## src/rtl/jtag_bsr_pkg.sv

```systemverilog
// Shared types and sizing helpers for the JTAG boundary-scan register chain.
package jtag_bsr_pkg;

    typedef enum logic [1:0] {
        BSR_NORMAL = 2'd0,
        BSR_SAMPLE = 2'd1,
        BSR_EXTEST = 2'd2,
        BSR_INTEST = 2'd3
    } bsr_mode_t;

    // Chain length: one cell per input pin, a data and an enable cell per output pin.
    function automatic int unsigned bsr_width(input int unsigned n_in, input int unsigned n_out);
        return n_in + 2 * n_out;
    endfunction

endpackage

```

## src/rtl/jtag_bsr_chain_if.sv

```systemverilog
// TAP-side connection of the boundary-scan chain: DR strobes, mode and serial data.
interface jtag_bsr_chain_if;
    import jtag_bsr_pkg::*;

    logic      test_logic_reset;
    logic      capture_dr;
    logic      shift_dr;
    logic      update_dr;
    bsr_mode_t mode;
    logic      tdi;
    logic      tdo;
    logic      tdo_oe;

    modport master (
        output test_logic_reset, capture_dr, shift_dr, update_dr, mode, tdi,
        input  tdo, tdo_oe
    );

    modport slave (
        input  test_logic_reset, capture_dr, shift_dr, update_dr, mode, tdi,
        output tdo, tdo_oe
    );

endinterface

```

## src/rtl/jtag_bsr_outmux.sv

```systemverilog
// Combinational pad/core steering for the boundary-scan chain.
// JTAG_BSR_INTEST_EN adds INTEST steering; without it INTEST behaves as NORMAL.
module jtag_bsr_outmux
    import jtag_bsr_pkg::*;
#(
    parameter int unsigned N_IN  = 1,
    parameter int unsigned N_OUT = 4
) (
    input  bsr_mode_t          mode,
    input  logic [N_IN-1:0]    pin_in,
`ifdef JTAG_BSR_INTEST_EN
    input  logic [N_IN-1:0]    upd_in,
`endif
    input  logic [N_OUT-1:0]   upd_data,
    input  logic [N_OUT-1:0]   upd_en,
    input  logic [N_OUT-1:0]   core_out,
    input  logic [N_OUT-1:0]   core_oe,
    output logic [N_IN-1:0]    core_in,
    output logic [N_OUT-1:0]   pin_out,
    output logic [N_OUT-1:0]   pin_oe
);

    always_comb begin
        core_in = pin_in;
        pin_out = core_out;
        pin_oe  = core_oe;
        case (mode)
            BSR_EXTEST: begin
                pin_out = upd_data;
                pin_oe  = upd_en;
            end
`ifdef JTAG_BSR_INTEST_EN
            BSR_INTEST: begin
                core_in = upd_in;
                pin_out = upd_data;
                pin_oe  = upd_en;
            end
`endif
            default: ;
        endcase
    end

endmodule

```

## src/rtl/jtag_bsr_chain.sv

```systemverilog
// Boundary-scan register: capture/shift chain on rising tck, update latch and TDO on falling tck.
// Optional INTEST steering is enabled with the JTAG_BSR_INTEST_EN macro.
module jtag_bsr_chain
    import jtag_bsr_pkg::*;
#(
    parameter int unsigned N_IN  = 1,
    parameter int unsigned N_OUT = 4
) (
    input  logic               tck,
    input  logic               reset_n,
    jtag_bsr_chain_if.slave    tap,
    input  logic [N_IN-1:0]    pin_in,
    output logic [N_IN-1:0]    core_in,
    input  logic [N_OUT-1:0]   core_out,
    input  logic [N_OUT-1:0]   core_oe,
    output logic [N_OUT-1:0]   pin_out,
    output logic [N_OUT-1:0]   pin_oe
);

    localparam int unsigned BSR_WIDTH = bsr_width(N_IN, N_OUT);
    localparam int unsigned DATA_LSB  = N_IN;
    localparam int unsigned EN_LSB    = N_IN + N_OUT;
    // Input-cell update bits only feed anything when INTEST steering exists.
`ifdef JTAG_BSR_INTEST_EN
    localparam int unsigned UPD_LSB   = 0;
`else
    localparam int unsigned UPD_LSB   = N_IN;
`endif

    logic [BSR_WIDTH-1:0]       scan_q, scan_d;
    logic [BSR_WIDTH-1:UPD_LSB] update_q, update_d;
    logic                       tdo_q, tdo_d;
    logic                       tdo_oe_q, tdo_oe_d;

    always_comb begin
        scan_d = scan_q;
        if (tap.test_logic_reset) begin
            scan_d = '0;
        end else if (tap.capture_dr) begin
            scan_d = {core_oe, core_out, pin_in};
        end else if (tap.shift_dr) begin
            scan_d = {tap.tdi, scan_q[BSR_WIDTH-1:1]};
        end
    end

    always_ff @(posedge tck or negedge reset_n) begin
        if (!reset_n) begin
            scan_q <= '0;
        end else begin
            scan_q <= scan_d;
        end
    end

    // Test-Logic-Reset is held for whole tck cycles, so the falling edge inside
    // the reset cycle forces the safe (all-zero) pad state.
    always_comb begin
        tdo_d    = scan_q[0];
        tdo_oe_d = tap.shift_dr;
        update_d = update_q;
        if (tap.test_logic_reset) begin
            update_d = '0;
        end else if (tap.update_dr) begin
            update_d = scan_q[BSR_WIDTH-1:UPD_LSB];
        end
    end

    always_ff @(negedge tck or negedge reset_n) begin
        if (!reset_n) begin
            tdo_q    <= 1'b0;
            tdo_oe_q <= 1'b0;
            update_q <= '0;
        end else begin
            tdo_q    <= tdo_d;
            tdo_oe_q <= tdo_oe_d;
            update_q <= update_d;
        end
    end

    assign tap.tdo    = tdo_q;
    assign tap.tdo_oe = tdo_oe_q;

    jtag_bsr_outmux #(
        .N_IN  (N_IN),
        .N_OUT (N_OUT)
    ) u_outmux (
        .mode     (tap.mode),
        .pin_in   (pin_in),
`ifdef JTAG_BSR_INTEST_EN
        .upd_in   (update_q[N_IN-1:0]),
`endif
        .upd_data (update_q[EN_LSB-1:DATA_LSB]),
        .upd_en   (update_q[BSR_WIDTH-1:EN_LSB]),
        .core_out (core_out),
        .core_oe  (core_oe),
        .core_in  (core_in),
        .pin_out  (pin_out),
        .pin_oe   (pin_oe)
    );

endmodule

```

## src/flat_wrapper.sv

```systemverilog
// flat-port wrapper written by rule: the top's interface ports become plain ports
module jtag_bsr_chain_flat import jtag_bsr_pkg::*;
#(
    parameter int unsigned N_IN  = 1,
    parameter int unsigned N_OUT = 4
)
  (tck, reset_n, pin_in, core_in, core_out, core_oe, pin_out, pin_oe, tap_test_logic_reset, tap_capture_dr, tap_shift_dr, tap_update_dr, tap_mode, tap_tdi, tap_tdo, tap_tdo_oe);
  jtag_bsr_chain_if tap_i ();
  input  logic tck;
  input  logic reset_n;
  input  logic [N_IN-1:0] pin_in;
  output logic [N_IN-1:0] core_in;
  input  logic [N_OUT-1:0] core_out;
  input  logic [N_OUT-1:0] core_oe;
  output logic [N_OUT-1:0] pin_out;
  output logic [N_OUT-1:0] pin_oe;
  input wire logic [$bits(tap_i.test_logic_reset)-1:0] tap_test_logic_reset;
  input wire logic [$bits(tap_i.capture_dr)-1:0] tap_capture_dr;
  input wire logic [$bits(tap_i.shift_dr)-1:0] tap_shift_dr;
  input wire logic [$bits(tap_i.update_dr)-1:0] tap_update_dr;
  input wire logic [$bits(tap_i.mode)-1:0] tap_mode;
  input wire logic [$bits(tap_i.tdi)-1:0] tap_tdi;
  output wire logic [$bits(tap_i.tdo)-1:0] tap_tdo;
  output wire logic [$bits(tap_i.tdo_oe)-1:0] tap_tdo_oe;
  assign tap_i.test_logic_reset = tap_test_logic_reset;
  assign tap_i.capture_dr = tap_capture_dr;
  assign tap_i.shift_dr = tap_shift_dr;
  assign tap_i.update_dr = tap_update_dr;
  assign tap_i.mode = tap_mode;
  assign tap_i.tdi = tap_tdi;
  assign tap_tdo = tap_i.tdo;
  assign tap_tdo_oe = tap_i.tdo_oe;
  jtag_bsr_chain #(.N_IN(N_IN), .N_OUT(N_OUT)) u_core (.tck(tck), .reset_n(reset_n), .tap(tap_i), .pin_in(pin_in), .core_in(core_in), .core_out(core_out), .core_oe(core_oe), .pin_out(pin_out), .pin_oe(pin_oe));
endmodule
```

## config.mk

```make
export PLATFORM = sky130hd
export DESIGN_NAME = jtag_bsr_chain_flat
export DESIGN_NICKNAME = d
export VERILOG_FILES = /design/src/rtl/jtag_bsr_pkg.sv /design/src/rtl/jtag_bsr_chain_if.sv /design/src/rtl/jtag_bsr_outmux.sv /design/src/rtl/jtag_bsr_chain.sv /design/src/flat_wrapper.sv
export SDC_FILE = /design/constraint.sdc
export NUM_CORES = 1
export LEC_CHECK = 0
export ABC_AREA = 1
export CORE_MARGIN = 2
export CORE_UTILIZATION = 41
export DETAILED_ROUTE_END_ITERATION = 6
export GPL_TIMING_DRIVEN = 0
export PLACE_DENSITY = 0.78
export SYNTH_ARGS = -nofsm -noshare
export SYNTH_HDL_FRONTEND = slang
export SYNTH_HIERARCHICAL = 1
export SYNTH_SLANG_ARGS = --single-unit
```

## constraint.sdc

```tcl
create_clock -name tck -period 0.8 [get_ports tck]
set_input_delay 0.08 -clock tck [delete_from_list [all_inputs] [get_ports tck]]
set_output_delay 0.08 -clock tck [all_outputs]
set_load 0.02 [all_outputs]
```

# Word-level counts from Yosys, hierarchy flattened
# Index checks and enable logic that the tools add are counted.
# W data, S select, Z words.
# word_totals
regBits	19
latch_bits	0
ram_bits	0
romBits	0
input_bits	18
output_inout_bits	11
word_cells	14
memories	0
# op_classes
add_sub_neg	0
mul	0
n_div	0
order_cmp	0
n_eq_ne	1
shift	0
n_mux	7
bitwise	0
n_reduce_logical	2
# op_table
op	n
$mux W9	3
$mux W8	2
$mux W4	2
$reduce_bool A3 Y1	1
$eq A2 B2 Y1 const B	1
$reduce_bool A2 Y1	1

# Logic depth before layout (Yosys ltp)
# depth
depth_word	3
depth_mapped	6
ltp_nobuf	5

# By module
# Netlist, hierarchy kept.
# modules_own_cells
module	n_inst	cells_per_inst	area_each_um2	seq_area_each_um2
jtag_bsr_chain	1	99	849.6	475.5
jtag_bsr_outmux	1	28	133.9	0.0

==> flow_metrics.py <==
metrics = {
    "setup_path": {
        "r2r_start": "u_core/scan_q[3]$_DFFE_PN0P_",
        "regToRegEndpoint": "u_core/update_q[3]$_DFFE_NN0P_",
        "critPathMaxStageDelay_ns": 0.44,
        "rr_worst_depth": 2,
        "critPathLaunchType": "flip-flop",
        "cp.required_ns": 0.72,
        "path_cells": "nand3_2 > nand2_2 > buf_6",
        "critPathArrivalTime_ns": 1.41,
        "worstSetupPathType": "reg2out",
        "endpoint_kind": "primary output",
        "cpMaxStageDelayCell": "dfrtn_1",
        "r2r_slack_ns": -0.33,
        "crit_path_max_fanout": 2,
    },
    "timing": {
        "rsz0062_at_grt": "true",
        "hold-worst-slack_ns": -0.290,
        "clock-skew-final_ns": 0.00151,
        "finalSetupTns_ns": -9.22,
        "maxSlewViolCount": 0,
        "hold_viol_final": 9,
        "max-slew-margin-rel_pct": 69.6,
        "finalSetupViolations": 21,
        "tightest_slew_ns": 0.456,
        "setup_slack_ns": -0.685,
    },
    "floorplanning": {
        "row_count": 17,
        "die_h_microns": 53.0,
        "start_util_pct": 44.0,
        "ioPinCount": 29,
        "core-area_sq_mm": 0.00223,
        "dieArea_sq_mm": 0.00281,
        "dieWidth_microns": 53.0,
    },
    "placement": {
        "pre_cts_ws_ns": -0.829,
        "globalplace.congestion": 0.798,
        "place_hpwl_microns": 1760,
        "dp_cells": 181,
        "io_buffers": 26,
    },
    "route": {
        "drt_iter0_markers": 24,
        "drt-total-wl_microns": 2890,
        "post_drt_via_cell_ratio": 5.12,
        "wl_per_cell_microns": 14.0,
        "drc_errors": 0,
        "vias": 1054,
        "postRouteAntennaNets": 0,
        "first_pass_iters": 4,
    },
    "global_route": {
        "antenna_found_initial": 0,
        "overflow": 0,
        "globalRouteTotalUtil_pct": 20.0,
        "grt_pass1_wl_microns": 4110,
        "grt_max_degree": 20,
        "grt_pass1_vias": 938,
    },
    "cells_and_area": {
        "layout_common_cells": "37 x nand2_1, 21 x buf_4, 17 x buf_6, 11 x nand3_1",
        "antenna_cells": 0,
        "syn_to_final_growth_pct": 59.0,
        "final_net_count": 197,
        "layout_commonest_cell": "nand2_1",
        "instances_no_fill": 206,
        "drive_above_1_share_pct": 42.1,
        "final_util_pct": 70.0,
    },
    "hold_path": {
        "hold_path_class": "in2async",
    },
    "clock_tree": {
        "h-tree-depth": 1,
        "clk_latency_ns": 0.29,
        "cts_tree": "done",
        "clock_path_buffers": 2,
        "numCtsBuffers": 3,
        "cts_sinks": 19,
        "clock-root-buffer": "clkbuf_4",
        "path_clk_slew_ns": 0.10,
    },
    "synth": {
        "synth_top_area_cell": "dfrtn_1",
        "yosys.cell_types.count": 15,
        "yosys_warnings": 6,
        "syn_area_per_cell_sq_um": 7.74,
        "syn_nets": 145,
        "ys_seq_area_share_pct": 48.3,
        "syn-cell-area_sq_um": 983,
        "synth_area_leaders": "dfrtn_1 25%, dfrtp_1 23%, nand2_1 18%",
        "yosys.area.top_type_share_pct": 25.4,
        "synth_cells": 127,
        "synth-seq-cells": 19,
    },
    "pwr": {
        "finalPower_uw": 2100,
        "p_seq_share_pct": 49.4,
        "combPwrFrac_pct": 27.9,
        "netSwitchingPower_uw": 614,
        "power.leakage_uw": 0.000789,
        "p_per_area_mw_per_mm2": 1350,
        "p_sw_share_pct": 29.2,
        "clockPowerShare_pct": 22.7,
        "internal_power_uw": 1490,
        "ir_drop_mv": 1.17,
    },
    "status": {
        "violations": "hold timing, setup timing",
        "status": "finished with violations",
    },
    "flow_run": {
        "cap_violations": 0,
    },
}
-- worst max-delay path, delay by kind of cell (launching register included) --
kind / cells / cell delay [ns]
flops: 1 / 0.44
simple gates: 2 / 0.15
buf+inv: 1 / 0.11
-- area by class of cell --
| class | instances | area [sq um] |
|---|---|---|
| Clock buffer | 4 | 26.3 |
| Sequential cell | 19 | 475 |
| Inverter | 19 | 71.3 |
| Fill cell | 165 | 669 |
| Timing Repair Buffer | 47 | 429 |
| Buffer | 6 | 60.1 |
| Tap cell | 28 | 35.0 |
| Multi-Input combinational cell | 83 | 467 |
-- worst max path at each step --
stage | from | endpoint | slack, ns | depth (start not counted)
after floorplan | u_core/update_q[5]$_DFFE_NN0P_ | pin_oe[0] | -0.26 | 2
after global placement | u_core/update_q[1]$_DFFE_NN0P_ | pin_out[0] | -0.82 | 3
after detailed placement | u_core/update_q[2]$_DFFE_NN0P_ | pin_out[1] | -0.83 | 3
after CTS | u_core/update_q[2]$_DFFE_NN0P_ | pin_out[1] | -0.68 | 3
after global routing | u_core/update_q[4]$_DFFE_NN0P_ | pin_out[3] | -0.72 | 3
final | u_core/update_q[2]$_DFFE_NN0P_ | pin_out[1] | -0.69 | 3
-- registers in the layout, summed over array words and instances (netlist names) --
name and count:
u_core/update_q 8, u_core/scan_q 9, u_core/tap.tdo_oe 1, u_core/tap.tdo 1
-- cell families after synthesis --
family,after synthesis,synth area share [%]
buffers and inverters,25,13.1
AO/OA/AOI/OAI,17,9.92
AND/OR/NAND/NOR,66,28.6
flip-flops,19,48.3
-- through the flow --
step	area, sq um	hold slack (ns)
final	1560	-0.290
after global routing	1560	-0.250
after CTS	1430	-0.0437
after detailed placement	1300	0.450
after global placement	1300	0.441
after floorplan	1000	-0.216
-- synthesized netlist by cell type (all sizes together) --
cell type	count
nor2	1
dfrtn	10
o21a	1
nand3	17
inv	19
buf	6
nand2	47
or2	1
dfrtp	9
o21ai	8
o22ai	8
-- per-layer routing --
layer  wire, microns  vias to the layer above  GRT usage, %
li1                -                      507             -
met1            1160                      500          25.2
met2            1540                       41          34.4
met3             150                        6          3.39
met4              34                        0          6.84
met5               0                        -             0
-- power by group through the flow --
stage / Combinational, uW / Sequential (uW) / Clock (uW)
after detailed placement: 451 / 1050 / 0
after floorplan: 231 / 1050 / 0
after global placement: 446 / 1050 / 0
after CTS: 508 / 1030 / 484
final: 587 / 1040 / 478
after global routing: 629 / 1040 / 511
-- repair_timing --
action	in CTS	in global routing
resized for setup	86	20
pin swaps	0	1
endpoints found under the setup margin	40	37
setup buffers	9	12
endpoints found under the hold margin	9	9
(Power assumes the default switching activity.)
